File: src/rtl/mem_arbiter_if.sv
// Shared-RAM arbiter bus: instruction and data requester ports plus the single RAM port.
// master is the arbiter's view; slave is the view of the requesters and RAM around it.
`timescale 1ns/1ps
interface mem_arbiter_if;
   logic        iREN;
   logic [31:0] iaddr;
   logic [31:0] iload;
   logic        iwait;
   logic        dREN;
   logic        dWEN;
   logic [31:0] daddr;
   logic [31:0] dstore;
   logic [31:0] dload;
   logic        dwait;
   logic        ramREN;
   logic        ramWEN;
   logic [31:0] ramaddr;
   logic [31:0] ramstore;
   logic [31:0] ramload;
   logic [1:0]  ramstate;
   logic        arb_err;

   modport master (
      input  iREN, iaddr, dREN, dWEN, daddr, dstore, ramload, ramstate,
      output iload, iwait, dload, dwait, ramREN, ramWEN, ramaddr, ramstore, arb_err
   );

   modport slave (
      output iREN, iaddr, dREN, dWEN, daddr, dstore, ramload, ramstate,
      input  iload, iwait, dload, dwait, ramREN, ramWEN, ramaddr, ramstore, arb_err
   );
endinterface

File: src/rtl/mem_arbiter.sv
// Grants the single RAM port to the data or instruction path, with a watchdog and sticky error flag.
// Define ARB_RR_EN to replace fixed data-first priority with an alternating priority token.
`timescale 1ns/1ps
module mem_arbiter #(
   parameter int TIMEOUT_CYCLES = 64,
   parameter int CNT_W          = 8
) (
   input logic           CLK,
   input logic           nRST,
   mem_arbiter_if.master bus
);

   typedef enum logic [1:0] {
      IDLE  = 2'd0,
      GNT_D = 2'd1,
      GNT_I = 2'd2
   } state_t;

   localparam logic [1:0] RAM_ACCESS = 2'd2;
   localparam logic [1:0] RAM_ERROR  = 2'd3;
   localparam logic [CNT_W-1:0] WD_LAST = CNT_W'(TIMEOUT_CYCLES - 1);

   state_t           state_q, state_d;
   logic [CNT_W-1:0] cnt_q, cnt_d;
   logic             err_q, err_d;
   logic             d_req, i_req, access, ram_err, grant_live, d_first;

   function automatic logic [CNT_W-1:0] wd_inc(input logic [CNT_W-1:0] c);
      return (c == {CNT_W{1'b1}}) ? c : c + 1'b1;
   endfunction

   assign d_req   = bus.dREN | bus.dWEN;
   assign i_req   = bus.iREN;
   assign access  = (bus.ramstate == RAM_ACCESS);
   assign ram_err = (bus.ramstate == RAM_ERROR);
   assign grant_live = (state_q == GNT_D) ? d_req : i_req;

`ifdef ARB_RR_EN
   // tok_q high means the instruction path holds priority for the next contended grant.
   logic tok_q, tok_d;

   assign d_first = ~tok_q;

   always_comb begin
      tok_d = tok_q;
      if ((state_q == GNT_D || state_q == GNT_I) && access)
         tok_d = ~tok_q;
   end

   always_ff @(posedge CLK or negedge nRST) begin
      if (!nRST) tok_q <= 1'b0;
      else       tok_q <= tok_d;
   end
`else
   assign d_first = 1'b1;
`endif

   always_ff @(posedge CLK or negedge nRST) begin
      if (!nRST) begin
         state_q <= IDLE;
         cnt_q   <= '0;
         err_q   <= 1'b0;
      end else begin
         state_q <= state_d;
         cnt_q   <= cnt_d;
         err_q   <= err_d;
      end
   end

   always_comb begin
      state_d      = state_q;
      cnt_d        = cnt_q;
      err_d        = err_q;
      bus.ramREN   = 1'b0;
      bus.ramWEN   = 1'b0;
      bus.ramaddr  = '0;
      bus.ramstore = '0;
      bus.iwait    = 1'b1;
      bus.dwait    = 1'b1;
      unique case (state_q)
         IDLE: begin
            cnt_d = '0;
            if (d_req && (d_first || !i_req)) state_d = GNT_D;
            else if (i_req)                   state_d = GNT_I;
         end
         GNT_D, GNT_I: begin
            if (state_q == GNT_D) begin
               bus.ramaddr  = bus.daddr;
               bus.ramstore = bus.dstore;
               bus.ramWEN   = bus.dWEN;
               bus.ramREN   = bus.dREN & ~bus.dWEN;
               bus.dwait    = ~access;
            end else begin
               bus.ramaddr  = bus.iaddr;
               bus.ramREN   = bus.iREN;
               bus.iwait    = ~access;
            end
            // Completion wins over every fault; a dropped request is a silent abort.
            if (access) begin
               state_d = IDLE;
               cnt_d   = '0;
            end else if (ram_err) begin
               state_d = IDLE;
               cnt_d   = '0;
               err_d   = 1'b1;
            end else if (!grant_live) begin
               state_d = IDLE;
               cnt_d   = '0;
            end else if (cnt_q == WD_LAST) begin
               state_d = IDLE;
               cnt_d   = '0;
               err_d   = 1'b1;
            end else begin
               cnt_d = wd_inc(cnt_q);
            end
         end
         default: begin
            state_d = IDLE;
            cnt_d   = '0;
         end
      endcase
   end

   assign bus.iload   = bus.ramload;
   assign bus.dload   = bus.ramload;
   assign bus.arb_err = err_q;

endmodule

File: src/flat_wrapper.sv
// flat-port wrapper written by rule: the top's interface ports become plain ports
module mem_arbiter_flat 
#(
   parameter int TIMEOUT_CYCLES = 64,
   parameter int CNT_W          = 8
)
  (CLK, nRST, bus_iREN, bus_iaddr, bus_dREN, bus_dWEN, bus_daddr, bus_dstore, bus_ramload, bus_ramstate, bus_iload, bus_iwait, bus_dload, bus_dwait, bus_ramREN, bus_ramWEN, bus_ramaddr, bus_ramstore, bus_arb_err);
  mem_arbiter_if bus_i ();
  input logic CLK;
  input logic nRST;
  input wire logic [$bits(bus_i.iREN)-1:0] bus_iREN;
  input wire logic [$bits(bus_i.iaddr)-1:0] bus_iaddr;
  input wire logic [$bits(bus_i.dREN)-1:0] bus_dREN;
  input wire logic [$bits(bus_i.dWEN)-1:0] bus_dWEN;
  input wire logic [$bits(bus_i.daddr)-1:0] bus_daddr;
  input wire logic [$bits(bus_i.dstore)-1:0] bus_dstore;
  input wire logic [$bits(bus_i.ramload)-1:0] bus_ramload;
  input wire logic [$bits(bus_i.ramstate)-1:0] bus_ramstate;
  output wire logic [$bits(bus_i.iload)-1:0] bus_iload;
  output wire logic [$bits(bus_i.iwait)-1:0] bus_iwait;
  output wire logic [$bits(bus_i.dload)-1:0] bus_dload;
  output wire logic [$bits(bus_i.dwait)-1:0] bus_dwait;
  output wire logic [$bits(bus_i.ramREN)-1:0] bus_ramREN;
  output wire logic [$bits(bus_i.ramWEN)-1:0] bus_ramWEN;
  output wire logic [$bits(bus_i.ramaddr)-1:0] bus_ramaddr;
  output wire logic [$bits(bus_i.ramstore)-1:0] bus_ramstore;
  output wire logic [$bits(bus_i.arb_err)-1:0] bus_arb_err;
  assign bus_i.iREN = bus_iREN;
  assign bus_i.iaddr = bus_iaddr;
  assign bus_i.dREN = bus_dREN;
  assign bus_i.dWEN = bus_dWEN;
  assign bus_i.daddr = bus_daddr;
  assign bus_i.dstore = bus_dstore;
  assign bus_i.ramload = bus_ramload;
  assign bus_i.ramstate = bus_ramstate;
  assign bus_iload = bus_i.iload;
  assign bus_iwait = bus_i.iwait;
  assign bus_dload = bus_i.dload;
  assign bus_dwait = bus_i.dwait;
  assign bus_ramREN = bus_i.ramREN;
  assign bus_ramWEN = bus_i.ramWEN;
  assign bus_ramaddr = bus_i.ramaddr;
  assign bus_ramstore = bus_i.ramstore;
  assign bus_arb_err = bus_i.arb_err;
  mem_arbiter #(.TIMEOUT_CYCLES(TIMEOUT_CYCLES), .CNT_W(CNT_W)) u_core (.CLK(CLK), .nRST(nRST), .bus(bus_i));
endmodule
File: config.mk
export PLATFORM = sky130hd
export DESIGN_NAME = mem_arbiter_flat
export DESIGN_NICKNAME = d
export VERILOG_FILES = /design/src/rtl/mem_arbiter_if.sv /design/src/rtl/mem_arbiter.sv /design/src/flat_wrapper.sv
export SDC_FILE = /design/constraint.sdc
export NUM_CORES = 1
export LEC_CHECK = 0
export ABC_AREA = 1
export CAP_MARGIN = 15
export CORE_AREA = 4 4 102 104
export CTS_CLUSTER_SIZE = 25
export DETAILED_ROUTE_END_ITERATION = 8
export DIE_AREA = 0 0 106 108
export PLACE_DENSITY = 0.69
export SYNTH_ARGS = -nofsm -noshare
export SYNTH_HDL_FRONTEND = slang
export SYNTH_SLANG_ARGS = --single-unit
export TNS_END_PERCENT = 30
File: constraint.sdc
create_clock -name CLK -period 1.5 [get_ports CLK]
set_clock_uncertainty 0.15 [all_clocks]
set_input_delay 0.15 -clock CLK [delete_from_list [all_inputs] [get_ports CLK]]
set_output_delay 0.15 -clock CLK [all_outputs]
set_load 0.005 [all_outputs]
==> results_dict.tcl <==
set metrics [dict create \
    critPathLaunchType "flop" \
    ys_top_cells_by_area "buf_4 (25%), nor2_1 (15%), dfrtp_1 (14%)" \
    drt_iter0_markers 104 \
    fillers 1001 \
    async_flop_share_pct 100.0 \
    clock.fmax_mhz 510.9 \
    drc 0 \
    grt_antenna_before_repair 0 \
    r2r_slack_ns -0.41 \
    ctsHtreeMaxLevel 1 \
    die_w_um 106 \
    cts_tree "yes" \
    relSlewSlack_pct 63.01 \
    clock-sinks 11 \
    design_area_sq_um 3931 \
    cp.arrival_ns 1.66 \
    place_area_sq_um 3502 \
    finalCritPeriodShare_pct 130.5 \
    synth.top_cell.area_share_pct 25.05 \
    ys_warn_count 0 \
    grt_max_degree 12 \
    cpMostUsedCell "buf_6" \
    portBuffers 171 \
    drv_slew 0 \
    syn_inst 344 \
    critPathRequiredTime_ns 1.20 \
    wl_per_cell_um 13.60 \
    holdBufCountCts 0 \
    rows 36 \
    end_kind "output port" \
    rsz0062_at_grt "true" \
    syn_area_sq_um 1918 \
    path_max_fanout 8 \
    syn-num-nets 482 \
    multi_input_area_sq_um 1207 \
    grt_pass1_vias 2659 \
    drt_first_pass_iters 4 \
    drive_above_1_share_pct 42.80 \
    grt_overflow 0 \
    worstMarginPinSlew_ns 0.5532 \
    p_per_area_nw_per_um2 1469 \
    area_growth_pct 105.0 \
    numCtsBuffers 3 \
    grt_pass1_wl_um 12830 \
    critPathMaxStageDelay_ns 0.39 \
    path_delay_family "buffers and inverters" \
    period_minus_slack_ns 1.957 \
    worst_r2r_path_depth 11 \
    maxCapViolations 0 \
    hold_class "primary input to async pin" \
    wl_um 8512 \
    avgSynthCellArea_sq_um 5.576 \
    synth.distinct_cells 23 \
    final_hold_viol_count 0 \
    final_antenna_net_count 0 \
    p_leak_uw 0.002029 \
    yosys_register_bits 11 \
    cp.buffers_inverters 6 \
    nets 632 \
    setup_violations 79 \
    layout_setup_ws_ns -0.4572 \
    cts.path.max_buffers 2 \
    ir_worst_vdd_v 0.0008206 \
    criticalPathCategory "flop to output port" \
    violations "negative setup slack" \
    clk_pin_slew_worst_paths_ns 0.05 \
    hpwlAfterDp_um 6484 \
    yosys_most_used_dff "dfrtp_1" \
    initial_core_util_pct 20.09 \
    synth_top_cell_by_area "buf_4" \
    clk_latency_ns 0.24 \
    die_y_um 108 \
    seqCellArea_sq_um 275.3 \
    root_buffer "clkbuf_8" \
    cp_slowest_cell "dfrtp_1" \
    timing.rr.start "u_core.state_q[0]" \
    die_area_sq_um 11450 \
    synth-edff-count 0 \
    tns_ns -23.98 \
    status "finished with violations" \
    io_pins 268 \
    vias_per_cell 4.010 \
    reg2reg_to "u_core.cnt_q[2]" \
    synth-seq-area-share_pct 14.35 \
    place_congestion 0.8662 \
    diodes 0 \
    post-place-ws_ns -0.5024 \
    grt_use_total_pct 13.97 \
    vias 2510 \
    path_cells "inv_2, ha_4, buf_6, clkinv_8, buf_12, buf_6, nor2_4, nor2_1, buf_2" \
    coreArea_sq_um 9549 \
]
how the worst max path moves through the flow:
stage                      startpoint               to  cells after the start
global route        u_core.state_q[0]  u_core.cnt_q[2]                     11
floorplan           u_core.state_q[0]  u_core.cnt_q[4]                      8
finish              u_core.state_q[1]   bus_ramaddr[1]                      9
global placement    u_core.state_q[0]  bus_ramaddr[31]                      6
detailed placement  u_core.state_q[0]       bus_ramREN                      6
CTS                 u_core.state_q[0]       bus_ramREN                      7
cells in the final DEF, fill, tap and decap left out, drive strengths merged:
cell type and count:
nand3 11, nor3 1, dfrtp 11, clkdlybuf4s50 103, o21a 2, clkinv 1, or2 2, nand3b 2
ha 3, clkbuf 22, nor2 81, buf 102, o21bai 2, nand2 59, o21ai 35, inv 53
a21oi 3
registers in the layout, indices dropped and copies added, names as in the netlist:
register / cells
u_core.state_q: 2
u_core.cnt_q: 8
u_core.bus.arb_err: 1
power by group:
group | internal, uW | total [uW] | switching (uW)
Combinational | 2750 | 5110 | 2360
Sequential | 331 | 356 | 24.8
Clock | 187 | 304 | 117
cell usage after synthesis, types with 3 or more instances:
| cell type | n |
|---|---|
| dfrtp_1 | 11 |
| nor2_2 | 4 |
| a21oi_1 | 3 |
| nand3_1 | 10 |
| ha_1 | 3 |
| clkbuf_1 | 11 |
| buf_4 | 64 |
| inv_1 | 53 |
| buf_2 | 3 |
| o21ai_0 | 34 |
| nor2_1 | 76 |
| nand2_1 | 57 |
metal layers:
layer / vias up / track usage, % / wire length, um
met5: - / 0 / 0
met4: 0 / 4.348 / 203
met3: 21 / 5.910 / 859
met2: 134 / 25.82 / 4523
met1: 1096 / 14.33 / 2926
li1: 1259 / - / -
area by class of cell:
| cell class | instances | share of cell area [%] |
|---|---|---|
| repair buffers | 223 | 51.37 |
| multi-input cells | 201 | 30.71 |
| flip-flops and latches | 11 | 7.002 |
| inverters | 54 | 5.538 |
| well taps | 133 | 4.233 |
| clock buffers | 4 | 1.146 |
metrics by stage:
stage                     hold WS [ns]  instances  util [%]  total power, uW
after floorplan                -0.2956        344         -             1988
after global placement          0.1501        597     36.67             4237
after detailed placement        0.1501        597     36.67             4290
after CTS                       0.1270        625     40.44             5712
after global routing            0.1500        626     41.17             6226
final                           0.1185        626     41.17             5774
repair_timing:
item / in CTS / in global routing
setup endpoints to repair: 79 / 79
gates cloned: 9 / 0
pin swaps: 23 / 27
gates resized for setup: 317 / 97
setup buffers: 15 / 6
cell families after synthesis:
logic type                 count (synthesis)  synth area share, %
and+or+nand+nor                          156                33.66
AOI/OAI and AO/OA                         42                11.48
DFF                                       11                14.35
adders and majority gates                  3                1.957
buffers and inverters                    132                38.55
No activity file was read; power rests on OpenSTA's default activity.
